<file path="src/rtl/alm_arb_pkg.sv">
// Shared types and the round-robin pick function used by the multiplier arbiter.
package alm_arb_pkg;

    localparam int MAX_REQ = 8;
    localparam int PTR_W   = $clog2(MAX_REQ);

    typedef struct packed {
        logic signed [7:0] a;
        logic signed [7:0] b;
    } alm_op_t;

    typedef struct packed {
        logic [PTR_W-1:0]   id;
        logic signed [15:0] z;
    } alm_rsp_t;

    // Unused requester slots are tied low by the caller, so wrapping modulo
    // MAX_REQ finds the same first requester as wrapping modulo the real count.
    function automatic logic [MAX_REQ-1:0] rr_pick(input logic [MAX_REQ-1:0] valid,
                                                   input logic [PTR_W-1:0]   ptr);
        logic [MAX_REQ-1:0] grant;
        logic [PTR_W-1:0]   idx;
        logic               found;
        grant = '0;
        found = 1'b0;
        for (int i = 0; i < MAX_REQ; i++) begin
            idx = ptr + PTR_W'(i);
            if (!found && valid[idx]) begin
                grant[idx] = 1'b1;
                found      = 1'b1;
            end
        end
        return grant;
    endfunction

endpackage

</file>
<file path="src/rtl/dr_alm_8bit_signed.sv">
// Signed 8x8 approximate logarithmic (Mitchell) multiplier; each operand keeps
// TRUNC_WIDTH significant bits (leading one included) before the log-domain add.
module dr_alm_8bit_signed #(
    parameter int TRUNC_WIDTH = 6
) (
    input  logic signed [7:0]  i_a,
    input  logic signed [7:0]  i_b,
    output logic signed [15:0] o_z
);

    localparam logic [6:0] FRAC_MASK = 7'(7'h7F << (8 - TRUNC_WIDTH));

    // Returns {characteristic, truncated 7-bit mantissa fraction}.
    function automatic logic [9:0] to_log(input logic [7:0] m);
        logic [2:0] k;
        logic [6:0] f;
        k = '0;
        for (int i = 0; i < 8; i++) begin
            if (m[i]) k = 3'(i);
        end
        f = 7'(m << (3'd7 - k));
        return {k, f & FRAC_MASK};
    endfunction

    logic [7:0]  mag_a, mag_b;
    logic [9:0]  log_a, log_b;
    logic [7:0]  frac_sum;
    logic [3:0]  char_sum, shift;
    logic [8:0]  mant;
    logic [23:0] wide;
    logic [15:0] mag;

    always_comb begin
        mag_a    = i_a[7] ? 8'(-i_a) : 8'(i_a);
        mag_b    = i_b[7] ? 8'(-i_b) : 8'(i_b);
        log_a    = to_log(mag_a);
        log_b    = to_log(mag_b);
        frac_sum = {1'b0, log_a[6:0]} + {1'b0, log_b[6:0]};
        char_sum = {1'b0, log_a[9:7]} + {1'b0, log_b[9:7]};
        // A fraction sum of one or more carries into the characteristic.
        if (frac_sum[7]) begin
            mant  = {1'b0, frac_sum};
            shift = char_sum + 4'd1;
        end else begin
            mant  = {2'b01, frac_sum[6:0]};
            shift = char_sum;
        end
        wide = 24'(mant) << shift;
        mag  = 16'(wide >> 7);
        if (mag_a == 8'd0 || mag_b == 8'd0) begin
            o_z = '0;
        end else if (i_a[7] ^ i_b[7]) begin
            o_z = -$signed(mag);
        end else begin
            o_z = $signed(mag);
        end
    end

endmodule

</file>
<file path="src/rtl/rr_arbiter.sv">
// Round-robin arbiter: one-hot grant searched upward from a rotating pointer.
module rr_arbiter
    import alm_arb_pkg::*;
#(
    parameter int N = 4
) (
    input  logic         i_clk,
    input  logic         i_rst_n,
    input  logic [N-1:0] i_valid,
    input  logic         i_en,
    output logic [N-1:0] o_grant
);

    logic [PTR_W-1:0]   rr_ptr_q, rr_ptr_d;
    logic [MAX_REQ-1:0] valid_ext;
    logic [MAX_REQ-1:0] pick;
    logic               unused_pick;

    // NOTE: every variable written here gets a default before any branch, so no latch is inferred.
    always_comb begin
        valid_ext          = '0;
        valid_ext[N-1:0]   = i_valid;
        pick               = rr_pick(valid_ext, rr_ptr_q);
        o_grant            = i_en ? pick[N-1:0] : '0;
        rr_ptr_d           = rr_ptr_q;
        for (int i = 0; i < N; i++) begin
            if (o_grant[i]) begin
                rr_ptr_d = (i == N - 1) ? '0 : PTR_W'(i + 1);
            end
        end
    end

    assign unused_pick = ^pick;

    // NOTE: sequential state uses non-blocking assignments so all flops update from pre-edge values.
    always_ff @(posedge i_clk or negedge i_rst_n) begin
        if (!i_rst_n) begin
            rr_ptr_q <= '0;
        end else begin
            rr_ptr_q <= rr_ptr_d;
        end
    end

endmodule

</file>
<file path="src/rtl/alm_mult_arbiter.sv">
// Shares one approximate multiplier among NUM_REQ requesters through a
// round-robin grant and a two-stage (operand, result) pipeline.
module alm_mult_arbiter
    import alm_arb_pkg::*;
#(
    parameter int NUM_REQ     = 4,
    parameter int TRUNC_WIDTH = 6,
    parameter int ID_W        = $clog2(NUM_REQ)
) (
    input  logic                    i_clk,
    input  logic                    i_rst_n,
    input  logic [NUM_REQ-1:0]      i_req_valid,
    input  logic [NUM_REQ-1:0][7:0] i_req_a,
    input  logic [NUM_REQ-1:0][7:0] i_req_b,
    output logic [NUM_REQ-1:0]      o_req_ready,
    output logic                    o_rsp_valid,
    output logic [ID_W-1:0]         o_rsp_id,
    output logic signed [15:0]      o_rsp_z,
    input  logic                    i_rsp_ready,
    output logic [31:0]             o_op_count,
    output logic                    o_busy
);

    alm_op_t            s1_q, s1_d;
    logic [ID_W-1:0]    id1_q, id1_d;
    logic               v1_q, v1_d;
    logic signed [15:0] z2_q;
    logic [ID_W-1:0]    id2_q;
    logic               v2_q;
    logic [31:0]        count_q, count_d;
    logic               adv, grant_en;
    logic [NUM_REQ-1:0] grant;
    logic signed [15:0] mult_z;

    assign adv      = !v2_q || i_rsp_ready;
    // Gating with reset keeps every grant low for the whole reset window.
    assign grant_en = adv && i_rst_n;

    rr_arbiter #(.N(NUM_REQ)) u_arb (
        .i_clk   (i_clk),
        .i_rst_n (i_rst_n),
        .i_valid (i_req_valid),
        .i_en    (grant_en),
        .o_grant (grant)
    );

    dr_alm_8bit_signed #(.TRUNC_WIDTH(TRUNC_WIDTH)) u_mult (
        .i_a (s1_q.a),
        .i_b (s1_q.b),
        .o_z (mult_z)
    );

    always_comb begin
        s1_d  = '0;
        id1_d = '0;
        v1_d  = 1'b0;
        for (int i = 0; i < NUM_REQ; i++) begin
            if (grant[i]) begin
                s1_d.a = i_req_a[i];
                s1_d.b = i_req_b[i];
                id1_d  = ID_W'(i);
                v1_d   = 1'b1;
            end
        end
        count_d = count_q;
        if (v2_q && i_rsp_ready && count_q != '1) begin
            count_d = count_q + 32'd1;
        end
    end

    // NOTE: data registers are reset too, so o_rsp_z/o_rsp_id read zero straight out of reset.
    always_ff @(posedge i_clk or negedge i_rst_n) begin
        if (!i_rst_n) begin
            s1_q    <= '0;
            id1_q   <= '0;
            v1_q    <= 1'b0;
            z2_q    <= '0;
            id2_q   <= '0;
            v2_q    <= 1'b0;
            count_q <= '0;
        end else begin
            if (adv) begin
                s1_q  <= s1_d;
                id1_q <= id1_d;
                v1_q  <= v1_d;
                z2_q  <= mult_z;
                id2_q <= id1_q;
                v2_q  <= v1_q;
            end
            count_q <= count_d;
        end
    end

    assign o_req_ready = grant;
    assign o_rsp_valid = v2_q;
    assign o_rsp_id    = id2_q;
    assign o_rsp_z     = z2_q;
    assign o_op_count  = count_q;
    assign o_busy      = v1_q | v2_q;

endmodule
</file>
<file path="config.mk">
export PLATFORM = sky130hd
export DESIGN_NAME = alm_mult_arbiter
export DESIGN_NICKNAME = d
export VERILOG_FILES = /design/src/rtl/alm_arb_pkg.sv /design/src/rtl/dr_alm_8bit_signed.sv /design/src/rtl/rr_arbiter.sv /design/src/rtl/alm_mult_arbiter.sv
export SDC_FILE = /design/constraint.sdc
export NUM_CORES = 1
export LEC_CHECK = 0
export CAP_MARGIN = 20
export CORE_MARGIN = 2
export CORE_UTILIZATION = 55
export CTS_BUF_LIST = sky130_fd_sc_hd__clkbuf_8
export DETAILED_ROUTE_END_ITERATION = 7
export GPL_TIMING_DRIVEN = 0
export PLACE_DENSITY = 0.84
export SLEW_MARGIN = 20
export SYNTH_ARGS = -nofsm -noshare
export SYNTH_HDL_FRONTEND = slang
export SYNTH_HIERARCHICAL = 1
export SYNTH_SLANG_ARGS = --single-unit
</file>
<file path="constraint.sdc">
create_clock -name i_clk -period 14.7 [get_ports i_clk]
set_input_delay 2.94 -clock i_clk [delete_from_list [all_inputs] [get_ports i_clk]]
set_output_delay 2.94 -clock i_clk [all_outputs]
set_load 0.005 [all_outputs]
</file>
---- Word level (Yosys, flattened, before mapping) ----
Index checks and enable logic that the tools add are counted.
W data, S select, Z words.
storage, ports and cells
  register bits after elaboration ......... 73
  bits of input ports ..................... 71
  output and inout bits ................... 56
  word-level logic and storage cells ...... 167
cells by class
  $add $sub $neg .......................... 16
  magnitude comparators ................... 16
  equality and inequality tests ........... 1
  shifts and indexed selects .............. 3
  mux-type cells .......................... 82
  bitwise operators ....................... 9
  reductions and logical operators ........ 31
operator list
  operator                 number
  $mux W16                 6
  $mux W3                  14
  $mux W4                  10
  $add A32 B1 Y32 const B  1
  $lt A3 B4 Y1 const B     8
  $ne A32 B32 Y1 const B   1
  $mux W1                  30
  $or A4 B4 Y4             7
  $bmux W1 S3              8
  $demux W1 S3             8
  $ge A3 B1 Y1 const B     8
  $shl A8 B4 Y23           1
  $logic_and A1 B1 Y1      18
  $logic_not A8 Y1         2
  $mux W8                  2
  $neg A16 Y16             1
  $neg A8 Y8               2
  $shl A8 B3 Y7            2
  $add A3 B3 Y3 const B    4
  $add A7 B7 Y8            1
  $logic_not A1 Y1         8
  $mux W2                  4
  $add A3 B2 Y3 const B    2
  $sub A3 B3 Y3 const A    2
  7 further kinds          8

---- Logic depth before layout (Yosys ltp) ----
  depth after elaboration ................. 29
  depth in mapped cells ................... 26
  mapped depth without buffers ............ 25

---- Hierarchy ----
The synthesis kept the hierarchy.
by module, submodules not included
  module              instances  cells an instance  area each (um2)  seq. area each (um2)
  alm_mult_arbiter    1          307                3306.9           1751.7
  dr_alm_8bit_signed  1          429                2994.1           0.0
  rr_arbiter          1          101                807.0            50.0

---- Worst setup path after synthesis ----
Ideal clock, no wire load.
  path kind ............................... input to output
  start point ............................. input i_req_valid[1]
  end point ............................... output o_req_ready[1]
  arrival time ............................ 4.534 ns
  required time ........................... 11.760 ns
  setup slack ............................. 7.226 ns
  stages .................................. 6
  buffers on the path ..................... 1
  cell sequence ........................... buf_4 -> mux4_2 -> a2111oi_0 -> a32oi_1 -> or4b_4 -> and2_1
on the way
  longest elaborated chain between the ends .. 25
  elaborated cells on any way between the ends .. 53
  those cells by class .................... mux: 32; bitwise: 7; reduce/logical: 14
ends and longest elaborated chain
  element                        RTL line                RTL
  start: declaration             alm_mult_arbiter.sv:12  input logic [NUM_REQ-1:0] i_req_valid,
  $bmux W1 S3                    alm_arb_pkg.sv:28       if (!found && valid[idx]) begin
  $mux W1 (not written as such)  alm_arb_pkg.sv:28
  $mux W1                        alm_arb_pkg.sv:28
  $logic_not A1 Y1               alm_arb_pkg.sv:28
  $logic_and A1 B1 Y1            alm_arb_pkg.sv:28
  $mux W1                        alm_arb_pkg.sv:28
  $logic_not A1 Y1               alm_arb_pkg.sv:28
  $logic_and A1 B1 Y1            alm_arb_pkg.sv:28
  [... 9 more ...]               n/a
  $mux W1                        alm_arb_pkg.sv:28
  $logic_not A1 Y1               alm_arb_pkg.sv:28
  $logic_and A1 B1 Y1            alm_arb_pkg.sv:28
  $mux W1                        alm_arb_pkg.sv:28
  $logic_not A1 Y1               alm_arb_pkg.sv:28
  $logic_and A1 B1 Y1            alm_arb_pkg.sv:28
  $mux W4 *                      alm_arb_pkg.sv:28
  $mux W4 *                      rr_arbiter.sv:24        o_grant = i_en ? pick[N-1:0] : '0;
  end: declaration               alm_mult_arbiter.sv:15  output logic [NUM_REQ-1:0] o_req_ready,
Every way passes the cells marked *; elsewhere a longest branch is shown, timed or not. The select of a mux whose other input is x is not followed.

---- Worst setup path after layout ----
  start point ............................. input i_rsp_ready
  end point ............................... output o_req_ready[0]
on the way
  longest elaborated chain between the ends .. 3
ends and longest elaborated chain
  element              RTL line                RTL
  start: declaration   alm_mult_arbiter.sv:19  input logic i_rsp_ready,
  $logic_or A1 B1 Y1   alm_mult_arbiter.sv:35  assign adv = !v2_q || i_rsp_ready;
  $logic_and A1 B1 Y1  alm_mult_arbiter.sv:37  assign grant_en = adv && i_rst_n;
  net grant_en         alm_mult_arbiter.sv:31  logic adv, grant_en;
  $mux W4              rr_arbiter.sv:24
The timed path passes the listed nets, and every way through them passes these cells.

==> results.md <==
* Total global-route track usage at 0.2812
* GRT overflow at 0
* Detailed router's first-iteration violation count at around 750
* Layout cells sized above 1 at 0.1287
* Clock Pin Slew Worst Setup and Hold Paths at 0.08 ns
* Number of synthesized register bits at approximately 70
* Fmax at around 110 MHz
* CTS Buf Count at 9
* Clock insertion delay at the later pin of the skew report at 0.36 ns
* Synth Flop Type: dfrtp_1
* Ys Warns at 6
* CTS tree: done
* Worst path slowest cell: clkdlybuf4s50_1
* Netlist Area Pre-Place at 7108 µm²
* Setup TNS Final at 0 ns
* Sink Count at between 70 and 80
* Syn nets at between 900 and 1k
* Port bufs at roughly 130
* Die Wd at about 120 µm
* Fin util at 0.6951
* Final ANT Viol Nets at 0
* Worst-path maximum fanout at 10
* Tmin final at between 8 and 9 ns
* Number of global-route vias before repair at 6753
* CTS max path bufs at 2
* Crit-path leading delay family: buffers and inverters
* Hold_buf cts at 0
* Clock Tree Root: clkbuf_8
* Pre-Repair DR Iteration Count at 6
* Status: finished, final reports clean
* Vias at approximately 7.2k
* Post-synthesis cell count at about 840
* Least-Margin Pin Slew at 0.8357 ns
* Worst setup SP type: input pin
* # setup viols final at 0
* Avg Cell Area, Syn at about 8.5 µm²
* Critical Path, Cell by Cell: clkdlybuf4s50_1 -> nand2b_1 -> clkbuf_1 -> and2_1 -> clkbuf_1 -> inv_1 -> a2111oi_0 -> a311o_1 -> o21bai_1 -> clkdlybuf4s50_1
* WL/cell at approximately 17 µm
* Initial core utilization at 0.5633
* Diode count at 0
* DRC violations left at 0
* Skew final at about 0.016 ns
* Post-synthesis cell type count at approximately 110
* Final Hold Violating Endpoints at 0
* First-pass GRT wire length at between 30 and 40 mm
* Nets at around 1.1k
* Final Cycle Share at 0.6073
* Post-CTS sizing at 0
* Area Growth Syn to Fin at 23.41%
* MaxCap Viol Count at 0
* GP Congestion at approximately 0.95
* Worst Path Buf+Inv at 5
* Biggest area consumer among synthesized cells: dfrtp_1
* Setup bufs post-CTS at 0
* Row count at slightly above 40
* Commonest non-fill, non-tap cells in the layout: clkdlybuf4s50_1 (124), nor2_1 (86), dfrtp_1 (72), nand2_1 (57), a21oi_1 (55)
* Commonest non-fill, non-tap cell in the layout: clkdlybuf4s50_1
* # IOs at approximately 130
* Synth top area cells: dfrtp_1 (25%), xnor2_1 (4.8%), mux2_2 (4.8%)
* Largest net degree at the start of global routing at 44
* Final instance area at between 8000 and 9000 µm²
* Largest stage delay, worst path at approximately 0.57 ns
* Placed inst area at approximately 8600 µm²
* Total core area at roughly 13000 µm²
* Crit end category: output port
* Overall die area at approximately 14000 µm²
* Worst Path Required at between 10 and 15 ns
* Max-slew violations at 0
* Post-DP HPWL at 15.25 mm
* Vias per Instance at approximately 6.3
* Worst path arrival time at approximately 6 ns
* Setup CP Type: input pin to output port
* Sequential-to-total area share from yosys stat at 0.2535
* Post-synth EDFFs at 0
* H-tree depth at 3
* Relative slew slack at 0.4377
* RSZ-0062 raised after global routing: false
* Total Wirelength at approximately 20 mm
* Hold WC Path Type: flop to flop
* Die Ht at around 120 µm
* Initial antenna violation count at 0
* Share of the synthesized area in the top cell type at 0.2535
* Post-synth ARST share at 1.000
Yosys cell counts, types with 4 or more instances:
library cell and number:
nor2_1 86, dfrtp_1 72, nand2_1 57, a21oi_1 55, xnor2_1 39, nand3_1 34, o21ai_0 31, mux2_2 30
nand4_1 24, inv_1 23, ha_1 22, a22oi_1 21, clkbuf_1 21, a221oi_1 20, nor3_1 18, mux2i_1 17
nand2b_1 13, buf_2 12, or3_1 12, xor2_1 12, a21o_1 10, o211ai_1 10, a211oi_1 9, a31oi_1 8
and2_1 8, o31ai_1 8, and3_1 7, and4_1 6, nor4_1 6, or2_2 6, a2111oi_0 5, buf_4 5
nor2b_1 5, a211o_1 4, a21boi_0 4, buf_6 4, o211a_1 4
flip-flops by register name, indices dropped and copies added, names as in the netlist:
register,flops
v1_q,1
s1_q,16
u_arb/rr_ptr_q,2
id1_q,2
o_rsp_valid,1
o_rsp_id,2
o_op_count,32
o_rsp_z,16
metal layers:
metal	GRT usage	up-vias	wire, µm
met1	0.3823	3423	8820
met4	0.08810	0	354
li1	-	3446	-
met2	0.4557	316	9248
met5	0	-	0
met3	0.05136	44	1459
cells by family (layout without fill, tap and decap cells):
group	Yosys count	after routing	synth area share
and+or+nand+nor	316	316	0.2387
muxes	51	51	0.08203
DFF	72	72	0.2535
adders and majority gates	24	24	0.04436
buffers and inverters	72	214	0.05210
xor gates and xnor gates	53	53	0.06900
AOI/OAI and AO/OA	249	249	0.2603
area by class of cell:
class	instances	area [µm²]
multi-input combinational	693	4936
inverter	24	90.09
sequential	72	1802
tap	172	215.2
clock inverter	6	42.54
fill	1079	3847
buffer	48	280.3
clock buffer	10	137.6
timing repair buffer	126	1269
worst reg2reg max path: stages (launching register included):
cell and delay (ns):
dfrtp_1 0.36, clkbuf_1 0.43, o31ai_1 0.17, xor2_1 0.43, o21ai_0 0.24, a221oi_1 0.36
a211o_1 0.17, a21oi_2 0.09, nor2_1 0.18, a22oi_1 0.10, nor2_1 0.15, ha_1 0.23
inv_1 0.07, fa_1 0.42, nand2b_1 0.24, a2111oi_0 0.60, a21oi_1 0.18, o21ai_0 0.25
o211a_1 0.25, or3_1 0.16, ha_1 0.30, o211ai_1 0.18, or4_1 0.54, nand3_1 0.10
mux2_2 0.16
per-stage QoR:
step | hold slack [ns] | setup WS (ns) | std cells
3_3_place_gp | 0.4860 | 3.953 | 1134
2_1_floorplan | 0.4493 | 7.226 | 837
4_1_cts | 0.5155 | 5.818 | 1151
5_1_grt | 0.5340 | 5.595 | 1151
3_5_place_dp | 0.4846 | 5.850 | 1135
6_report | 0.5122 | 5.772 | 1151
final timing paths:
kind                             startpoint              to  slack, ns  depth (start not counted)
worst max-delay path            i_rsp_ready  o_req_ready[0]       5.77                         10
worst min-delay path             o_rsp_z[7]      o_rsp_z[7]       0.51                          1
worst max register to register      s1_q[7]     o_rsp_z[14]       8.31                         24
worst min register to register   o_rsp_z[7]      o_rsp_z[7]       0.51                          1
max in group asynchronous           i_rst_n            v1_q      11.63                          2
min in group asynchronous           i_rst_n   o_op_count[2]       2.51                          1
Power is not shown: default switching activity piles up to over one toggle a cycle in this logic, so the estimate is an artifact.
==> RTL change (config.mk and constraints unchanged) <==
Register the output `o_op_count` once more, with the module's reset; this adds one clock of latency there. The other outputs are not delayed to match.
--- a/src/rtl/alm_mult_arbiter.sv
+++ b/src/rtl/alm_mult_arbiter.sv
@@ -95,7 +95,13 @@
     assign o_rsp_valid = v2_q;
     assign o_rsp_id    = id2_q;
     assign o_rsp_z     = z2_q;
-    assign o_op_count  = count_q;
+    always_ff @(posedge i_clk or negedge i_rst_n) begin
+        if (!i_rst_n) begin
+            o_op_count <= '0;
+        end else begin
+            o_op_count <= count_q;
+        end
+    end
     assign o_busy      = v1_q | v2_q;
 
 endmodule
Formal check against the unedited RTL: not equivalent (a bounded check fails within 4 cycles, from zero or initial values and one cycle with i_rst_n low).
==> RTL change against the unedited design <==
  * Sequential cell count is 32 higher
  * Global-route usage is 0.24 points lower
  * Worst hold slack got worse by 79 ps
  * Area after synthesis grew 12%
  * Non-clock buffer count shrank 1
  * Routed wire length rose by 9.7%
  * Core utilization is 1.9 points lower
  * Worst setup slack lost 23 ps
  * Cell area rose by 11%
  * First-iteration DRC count fell by 2.7%
Power is left out: the tool's default activity adds up to more than one toggle a clock period on the data nets, which glitch-free logic cannot reach.
==> RTL change: results (changes against the unedited design) <==
* Longest Clk Path Bufs at 2 (unchanged)
* Worst path arrival time at 6010 ps (was 5990 ps)
* Yosys top cell area share at 0.3264 (was 0.2535)
* Layout Cells excl Fill at 1,205 (was 1,151)
* # diodes at 0 (unchanged)
* Status: finished clean (unchanged)
* Top post-synthesis cells by area: dfrtp_1 (33%), nor2_1 (4.3%), mux2_2 (3.8%) (was dfrtp_1 (25%), xnor2_1 (4.8%), mux2_2 (4.8%))
* First-pass GRT wire length at 36.18 mm (was 32.82 mm)
* Seq/Total Area, Yosys at 0.3264 (was 0.2535)
* Initial antenna violation count at 0 (unchanged)
* Largest registers: count_q: 32 flops, o_op_count: 32 flops
* Cells on Worst Hold Path at 0 (was 1)
* Async SR Flop Fraction at 1.000 (unchanged)
* Num CTS Buffers at 9 (unchanged)
* Slew @ Worst Pin at 870.9 ps (was 835.7 ps)
* Dpl cells at 1,189 (was 1,135)
* Placer Congestion at 0.9527 (was 0.9496)
* Fill cells at 1,142 (was 1,079)
* Mean Syn Cell Area at 9.082 um^2 (was 8.492 um^2)
* Synth cell count leaders: dfrtp_1 (104), nor2_1 (91), nand2_1 (55), a21oi_1 (51), o21ai_0 (31) (was nor2_1 (86), dfrtp_1 (72), nand2_1 (57), a21oi_1 (55), xnor2_1 (39))
* Drt initial violations at 729 (was 749)
* Top FF cell, synth: dfrtp_1 (unchanged)
* Clock root cell: clkbuf_8 (unchanged)
* Skew-Pair Late Insertion Delay at 370 ps
* # port buffers at 126 (was 125)
* Warnings, synthesis at 6 (unchanged)
* Worst R2R Path Depth at 23 (was 24)
* Post-CTS setup buffers at 0 (unchanged)
* Average wire per standard cell at 18.11 um (was 17.28 um)
* Drt first pass iters at 6 (unchanged)
* Vias in the first global route at 7,326 (was 6,753)
* Crit path time final at 8951 ps (was 8928 ps)
* Synth unique cells at 115 (was 111)
* Pre-CTS setup slack at 5780 ps (was 5850 ps)
* All-Layer GR Usage at 0.2788 (was 0.2812)
* H-tree depth at 3 (unchanged)
* Post-DP HPWL at 16.55 mm (was 15.25 mm)
* Clock slew seen by the registers of the worst setup and hold paths at 100 ps (was 80 ps)
* Max Clock Skew at 13.13 ps (was 15.94 ps)
* Syn_nets at 972 (was 932)
* Worst-path fanout max at 10 (unchanged)
* Hold WC Path Type: flip-flop to flip-flop (unchanged)
* Via count at 7,560 (was 7,229)
* Internal reg-to-reg setup slack at 8240 ps (was 8310 ps)
* Post-cts resize count at 0 (unchanged)
* Final #Nets at 1,110 (was 1,069)
* Layout cells sized above 1 at 0.1185 (was 0.1287)
* Largest net degree at the start of global routing at 75 (was 44)
RTL change: cell types whose count changed after synthesis, sizes merged, moves of 4 or more:
| cell | delta |
|---|---|
| buf | -7 |
| xnor2 | -12 |
| clkbuf | +5 |
| nor2 | +5 |
| a21oi | -4 |
| xor2 | +11 |
| nand3 | -4 |
| nor3 | +5 |
| nor3b | +4 |
| dfrtp | +32 |
| or3 | +4 |
RTL change: final timing paths:
path | startpoint | to
setup / recovery | i_rsp_ready | o_req_ready[2]
hold / removal | count_q[30] | o_op_count[30]
setup reg to reg | s1_q[0] | o_rsp_z[10]
hold reg to reg | count_q[30] | o_op_count[30]
max in group asynchronous | i_rst_n | s1_q[0]
min in group asynchronous | i_rst_n | count_q[2]
RTL change: logic make-up (layout without fill, tap and decap cells):
group,after synthesis,after routing,share of synthesized area
AND/OR/NAND/NOR,326,326,0.2178
AO/OA/AOI/OAI,251,251,0.2390
flip-flops,104,104,0.3264
buffers and inverters,70,213,0.04347
XOR/XNOR,52,52,0.06041
multiplexers,52,52,0.07500
adder cells (fa/ha/maj),23,23,0.03797
RTL change: layout make-up:
type                            instances  area share
Inverter                               24    0.009275
Clock buffer                            9     0.01275
Multi-Input combinational cell        704      0.5180
Clock inverter                          7    0.009146
Tap cell                              184     0.02370
Sequential cell                       104      0.2679
Timing Repair Buffer                  127      0.1328
Buffer                                 46     0.02641
RTL change: routing by layer:
metal | wire [um] | vias up | part of all wire | track usage
li1 | - | 3612 | - | -
met1 | 9232 | 3601 | 0.42 | 0.3651
met2 | 10570 | 293 | 0.48 | 0.4722
met3 | 1466 | 54 | 0.067 | 0.05155
met4 | 555 | 0 | 0.025 | 0.08328
met5 | 0 | - | 0 | 0
RTL change: metrics by stage:
| stage | instance area (um^2) | hold WS (ps) |
|---|---|---|
| 2_1_floorplan | 7974 | 388.1 |
| 3_3_place_gp | 9465 | 408.7 |
| 3_5_place_dp | 9494 | 409.6 |
| 4_1_cts | 9707 | 436.7 |
| 5_1_grt | 9713 | 455.8 |
| 6_report | 9713 | 432.8 |
RTL change: worst max-delay path, cell delays in order:
cell,delay [ps]
clkdlybuf4s50_1,520
nand2b_1,210
clkbuf_1,370
and2_1,190
clkbuf_1,360
nand2_1,90
a211o_1,240
o311a_1,390
inv_1,150
clkdlybuf4s50_1,540
